--- config.mk ---
export PLATFORM = sky130hd
export DESIGN_NAME = game_status_tracker
export DESIGN_NICKNAME = d
export VERILOG_FILES = /design/src/rtl/game_status_pkg.sv /design/src/rtl/rise_edge_pulse.sv /design/src/rtl/game_status_tracker.sv
export SDC_FILE = /design/constraint.sdc
export NUM_CORES = 1
export LEC_CHECK = 0
export BUFFER_PORTS_ARGS = -buffer_cell sky130_fd_sc_hd__buf_2
export CORE_ASPECT_RATIO = 0.75
export CORE_MARGIN = 1
export CORE_UTILIZATION = 42
export CTS_CLUSTER_SIZE = 24
export DETAILED_ROUTE_END_ITERATION = 10
export SETUP_SLACK_MARGIN = 0.02
export SKIP_CTS_REPAIR_TIMING = 1
export SLEW_MARGIN = 10
export SYNTH_ARGS = -nofsm -noshare
export SYNTH_HDL_FRONTEND = slang
export SYNTH_SLANG_ARGS = --single-unit
--- constraint.sdc ---
create_clock -name clk -period 6.3 [get_ports clk]
set_clock_uncertainty 0.1 [all_clocks]
set_input_delay 1.26 -clock clk [delete_from_list [all_inputs] [get_ports clk]]
set_output_delay 1.26 -clock clk [all_outputs]
set_load 0.01 [all_outputs]
--- src/rtl/game_status_pkg.sv ---
// ---------------------------------------------------------------------------
// game_status_pkg
// Shared types and constants for the game status tracker.
//   state_e     : tracker FSM states (idle, playing, terminal done)
//   LIVES_W     : width of the lives counter
//   ALIENS_W    : width of the aliens-remaining counter
//   *_DEF       : default values for the tracker parameters
// ---------------------------------------------------------------------------
package game_status_pkg;

  typedef enum logic [1:0] {
    S_IDLE = 2'd0,
    S_PLAY = 2'd1,
    S_DONE = 2'd2
  } state_e;

  localparam int LIVES_W  = 3;
  localparam int ALIENS_W = 6;

  localparam int ALIEN_COUNT_DEF     = 30;
  localparam int START_LIVES_DEF     = 3;
  localparam int MAX_LIVES_DEF       = 7;
  localparam int SCORE_PER_ALIEN_DEF = 10;
  localparam int SCORE_W_DEF         = 12;
  localparam int BONUS_SCORE_DEF     = 200;

endpackage

--- src/rtl/rise_edge_pulse.sv ---
// ---------------------------------------------------------------------------
// rise_edge_pulse
// Rising-edge detector. The previous input level is held in a flop; the
// pulse is high for the single cycle in which din is 1 and was 0 in the
// cycle before. The consumer registers the pulse, so the combined latency
// from the input edge to a registered output is one cycle.
// Ports:
//   clk   : clock
//   reset : synchronous active-high reset (previous level cleared to 0)
//   din   : level input, already synchronous to clk
//   pulse : one-cycle rising-edge indication
// ---------------------------------------------------------------------------
module rise_edge_pulse (
  input  logic clk,
  input  logic reset,
  input  logic din,
  output logic pulse
);

  logic prev_q;
  logic prev_d;

  always_comb begin
    prev_d = din;
  end

  always_ff @(posedge clk) begin
    if (reset) begin
      prev_q <= 1'b0;
    end else begin
      prev_q <= prev_d;
    end
  end

  assign pulse = din & ~prev_q;

endmodule

--- src/rtl/game_status_tracker.sv ---
// ---------------------------------------------------------------------------
// game_status_tracker
// Turns raw gameplay events into start/lost/win pulses for the mode selector
// and keeps the lives, aliens-remaining and score counters for the HUD.
// Optional feature macro: GAME_STATUS_BONUS_LIFE_EN (bonus life each time
// the score crosses a multiple of BONUS_SCORE, capped at MAX_LIVES).
// Ports:
//   clk, reset         : clock, synchronous active-high reset
//   startKey           : keypad start level (synchronised)
//   alienHitPulse      : one-cycle pulse per alien destroyed
//   playerHitPulse     : one-cycle pulse per player hit
//   alienReachedBottom : level, an alien touched the player row
//   startGamePulse     : registered one-cycle game start pulse
//   lostGamePulse      : registered one-cycle game lost pulse
//   winGamePulse       : registered one-cycle game won pulse
//   lives, aliensLeft, score : registered HUD counters
// ---------------------------------------------------------------------------
module game_status_tracker
  import game_status_pkg::*;
#(
  parameter int ALIEN_COUNT     = ALIEN_COUNT_DEF,
  parameter int START_LIVES     = START_LIVES_DEF,
  parameter int MAX_LIVES       = MAX_LIVES_DEF,
  parameter int SCORE_PER_ALIEN = SCORE_PER_ALIEN_DEF,
  parameter int SCORE_W         = SCORE_W_DEF,
  parameter int BONUS_SCORE     = BONUS_SCORE_DEF
) (
  input  logic                clk,
  input  logic                reset,
  input  logic                startKey,
  input  logic                alienHitPulse,
  input  logic                playerHitPulse,
  input  logic                alienReachedBottom,
  output logic                startGamePulse,
  output logic                lostGamePulse,
  output logic                winGamePulse,
  output logic [LIVES_W-1:0]  lives,
  output logic [ALIENS_W-1:0] aliensLeft,
  output logic [SCORE_W-1:0]  score
);

  state_e              state_q, state_d;
  logic [LIVES_W-1:0]  lives_q, lives_d;
  logic [ALIENS_W-1:0] aliens_q, aliens_d;
  logic [SCORE_W-1:0]  score_q, score_d;
  logic                start_p_q, start_p_d;
  logic                lost_p_q, lost_p_d;
  logic                win_p_q, win_p_d;

  logic                start_rise;
  logic                kill;
  logic [ALIENS_W-1:0] aliens_upd;
  logic [SCORE_W-1:0]  score_upd;
  logic [LIVES_W-1:0]  lives_upd;
  logic                loss;
  logic                win;

  function automatic logic [SCORE_W-1:0] sat_add_score(input logic [SCORE_W-1:0] a);
    logic [SCORE_W:0] sum;
    sum = {1'b0, a} + (SCORE_W+1)'(SCORE_PER_ALIEN);
    return sum[SCORE_W] ? {SCORE_W{1'b1}} : sum[SCORE_W-1:0];
  endfunction

  rise_edge_pulse u_start_edge (
    .clk   (clk),
    .reset (reset),
    .din   (startKey),
    .pulse (start_rise)
  );

  // A kill with no aliens left is dropped entirely (no score either).
  assign kill       = alienHitPulse && (aliens_q != '0);
  assign aliens_upd = kill ? aliens_q - ALIENS_W'(1) : aliens_q;
  assign score_upd  = kill ? sat_add_score(score_q) : score_q;

`ifdef GAME_STATUS_BONUS_LIFE_EN
  logic bonus;
  assign bonus = (32'(score_upd) / BONUS_SCORE) != (32'(score_q) / BONUS_SCORE);
`else
  logic unused_bonus_score;
  assign unused_bonus_score = ^BONUS_SCORE;
`endif

  // Hit is applied before the bonus so that hit+bonus is a net zero even at
  // the MAX_LIVES ceiling, and a bonus at one life cancels the fatal hit.
  always_comb begin
    lives_upd = lives_q;
    if (playerHitPulse && (lives_q != '0)) begin
      lives_upd = lives_q - LIVES_W'(1);
    end
`ifdef GAME_STATUS_BONUS_LIFE_EN
    if (bonus && (lives_upd < LIVES_W'(MAX_LIVES))) begin
      lives_upd = lives_upd + LIVES_W'(1);
    end
`endif
  end

  // The bottom detector is taken as a level: a contact already present when
  // play begins must still end the game, and S_DONE being terminal is what
  // limits a long level to a single lostGamePulse.
  assign loss = alienReachedBottom || ((lives_q != '0) && (lives_upd == '0));
  assign win  = (aliens_q != '0) && (aliens_upd == '0);

  always_comb begin
    state_d   = state_q;
    lives_d   = lives_q;
    aliens_d  = aliens_q;
    score_d   = score_q;
    start_p_d = 1'b0;
    lost_p_d  = 1'b0;
    win_p_d   = 1'b0;
    case (state_q)
      S_IDLE: begin
        if (start_rise) begin
          state_d   = S_PLAY;
          lives_d   = LIVES_W'(START_LIVES);
          aliens_d  = ALIENS_W'(ALIEN_COUNT);
          score_d   = '0;
          start_p_d = 1'b1;
        end
      end
      S_PLAY: begin
        lives_d  = lives_upd;
        aliens_d = aliens_upd;
        score_d  = score_upd;
        // Loss has priority over a same-cycle win.
        if (loss) begin
          lost_p_d = 1'b1;
          state_d  = S_DONE;
        end else if (win) begin
          win_p_d = 1'b1;
          state_d = S_DONE;
        end
      end
      S_DONE: begin
        state_d = S_DONE;
      end
      default: begin
        state_d = S_IDLE;
      end
    endcase
  end

  always_ff @(posedge clk) begin
    if (reset) begin
      state_q   <= S_IDLE;
      lives_q   <= '0;
      aliens_q  <= '0;
      score_q   <= '0;
      start_p_q <= 1'b0;
      lost_p_q  <= 1'b0;
      win_p_q   <= 1'b0;
    end else begin
      state_q   <= state_d;
      lives_q   <= lives_d;
      aliens_q  <= aliens_d;
      score_q   <= score_d;
      start_p_q <= start_p_d;
      lost_p_q  <= lost_p_d;
      win_p_q   <= win_p_d;
    end
  end

  assign startGamePulse = start_p_q;
  assign lostGamePulse  = lost_p_q;
  assign winGamePulse   = win_p_q;
  assign lives          = lives_q;
  assign aliensLeft     = aliens_q;
  assign score          = score_q;

endmodule

==> flow_summary_export.csv <==
group,metric,value,unit
synth,ys_seq_area_frac,0.3418,
placed_design,pre_cts_ws,3.406,ns
floorplan,start_util,0.4590,
sta,finalSetupViolCount,0,
worst_setup_path,cpMaxStageDelayCell,"nor2_2",
placed_design,dp_cells,268,
worst_setup_path,cpLargestDelayFamily,"compound AO/OA/AOI/OAI gates",
floorplan,core.rowCount,18,
synth,syn_area_per_cell,8.028,µm²
worst_setup_path,max_stage_delay,0.51,ns
sta,fin_crit,2.630,ns
worst_setup_path,cp_cell_sequence,"buf_2 > nand2b_1 > a21o_1 > nor2_2 > a41oi_1 > a211oi_1",
pwr,p_int,372.8,µW
synth,yosysTopAreaCellShare,0.3418,
worst_setup_path,cp.buffers_inverters,1,
layout,stdcell_count,272,
sta,maxSlewViolCount,0,
global_routing,grt_use_met2,0.3255,
clock_network,clock_path_buffers,2,
synth,ys_types,46,
sta,grt_setup_unrepaired,"false",
pwr,p_leak,0.7589,nW
placed_design,hpwl,2776,µm
layout,fin_area,0.001800,mm²
worst_setup_path,cp.arrival,2.72,ns
sta,setup-tns-final,0,ns
hold_path,hp-class,"register to register",
layout,num_antenna_cells,0,
pwr,peakVddDrop,0.0001953,V
pwr,swShare,0.4423,
worst_setup_path,critical_path_required,6.39,ns
clock_network,numCtsBuffers,3,
synth,synthMostInstantiatedCell,"dfxtp_1",
clock_network,clk_pin_slew,0.09,ns
layout,fin_nets,237,
clock_network,cts_sinks,27,
global_routing,use_met1,0.3068,
pwr,p_sw,295.7,µW
detailed_routing,vias,1565,
outcome,outcome,"finished clean",
placed_design,place_congestion,0.8088,
synth,netlist_instances,197,
global_routing,grt_first_pass_wirelength,6396,µm
pwr,total_power,668.5,µW
global_routing,grt_start_max_net_pins,29,
pwr,p_clk_frac,0.149,
floorplan,die_w,72.86,µm
sta,whs,0.4163,ns
detailed_routing,detail_route.vias_per_cell,5.754,
synth,synth_area_leaders,"dfxtp_1 34%, a21oi_1 7.9%, ha_1 6.3%, nor2_1 4.3%, o21ai_0 3.5%",
worst_setup_path,cp-start-kind,"input pin",
floorplan,core-area,0.003446,mm²
sta,max_freq,380.3,MHz
layout,drive_above_1_share,0.1847,
synth,synth_common_cells,"27 x dfxtp_1, 25 x a21oi_1, 18 x nor2_1, 11 x o21ai_0",
run,maxCapViolCount,0,
clock_network,clk_latency,0.27,ns
detailed_routing,drtIter0Drc,122,
sta,layout_setup_ws,3.670,ns
sta,hold_viol,0,
synth,ys_ff_latch,27,
floorplan,ios,30,
layout,fin_util,0.5225,
global_routing,antenna_found_initial,0,
detailed_routing,remaining_drc_errors,0,
floorplan,die_h,55.14,µm
global_routing,busiest_layer,"met2",
detailed_routing,ant_nets,0,
synth,synthArstFlopShare,0,
clock_network,tritoncts,"built",
global_routing,grt_pass1_vias,1335,
synth,synth_enable_flop_cells,0,
synth,synth_warnings,0,
sta,tightest_slew,0.7921,ns
worst_setup_path,cp-end-kind,"register",
pwr,p_seq_frac,0.350,
global_routing,grt.total_usage,0.2098,
floorplan,die_area,0.004017,mm²
global_routing,met3_usage,0.03804,
clock_network,ctsHtreeMaxLevel,1,
detailed_routing,dr.pass1.iters,4,
sta,max_slew_margin,0.4720,
global_routing,grt_overflow,0,
detailed_routing,routed_wl,3896,µm
pwr,power.density,371.3,mW/mm²
synth,synth_ff_type,"dfxtp_1",
clock_network,root_buffer,"clkbuf_8",
pwr,pwr-share-comb,0.501,
layout,syn2layout_area_growth,13.85,%
worst_setup_path,path_class,"input pin to register",
placed_design,place_area,0.001755,mm²
detailed_routing,wl_per_cell,14.32,µm
sta,finalCritPeriodShare,0.4174,
synth,netlist_area,0.001582,mm²
placed_design,io_buffers,29,
synth,yosysTopAreaCell,"dfxtp_1",
worst_setup_path,cp_max_fo,17,
synth,syn_nets,211,
==> path summary, 6_finish.rpt <==
check	cells after the start	end	startpoint	slack, ns
min reg2reg	2	score[2]	score[2]	0.42
max	6	score[11]	startKey	3.67
max reg2reg	7	score[11]	aliensLeft[0]	3.95
min	2	score[2]	score[2]	0.42
==> cells by family after synthesis <==
family                     Yosys count  share of synthesized area
and+or+nand+nor                     72                     0.2547
AOI/OAI and AO/OA                   71                     0.2856
DFF                                 27                     0.3418
buffers and inverters               18                    0.04509
adders and majority gates            8                    0.06329
muxes                                1                   0.009491
==> layout make-up <==
class / instances / area (µm²)
well taps: 50 / 62.56
repair buffers: 29 / 145.1
multi-input cells: 152 / 969.7
flip-flops and latches: 27 / 540.5
clock buffers: 4 / 45.04
inverters: 10 / 37.54
fillers: 361 / 1645
==> worst reg2reg max path: cells and delay by family (launching register included) <==
family	cells	cell delay, ns
AO/OA/AOI/OAI	3	0.56
adder cells (fa/ha/maj)	1	0.23
buffers and inverters	1	0.11
flip-flops	1	0.48
AND/OR/NAND/NOR	2	0.80
==> flip-flops by register name, summed over array words and instances (netlist names) <==
signal,count
u_start_edge.prev_q,1
aliensLeft,6
winGamePulse,1
startGamePulse,1
lives,3
lostGamePulse,1
state_q,2
score,12
==> layer usage <==
metal / part of all wire / wire length, µm
met1: 0.53 / 2046
met2: 0.43 / 1656
met3: 0.044 / 173
met4: 0.0049 / 19
met5: 0 / 0
==> cells in the final DEF (no fill, tap or decap), types with 3 or more instances in the layout <==
cell	Yosys	layout
nor3_1	8	8
nor2b_1	4	4
nor2_1	18	18
ha_1	8	8
buf_2	3	29
nand2_1	9	9
o21a_1	3	3
dfxtp_1	27	27
a21oi_1	25	25
a311oi_1	4	4
inv_1	9	9
o21ai_1	7	7
and3b_1	3	3
nand3_1	9	9
clkbuf_8	0	3
o21ai_0	11	11
and3_1	5	5
==> power by group through the flow <==
stage,clock network (mW),registers [mW],logic [mW]
after floorplan,0,0.240,0.245
after global routing,0.107,0.239,0.379
final,0.0994,0.234,0.335
after detailed placement,0,0.237,0.331
after CTS,0.102,0.234,0.334
after global placement,0,0.235,0.325
Note: power is estimated with default switching activity, not from simulation.
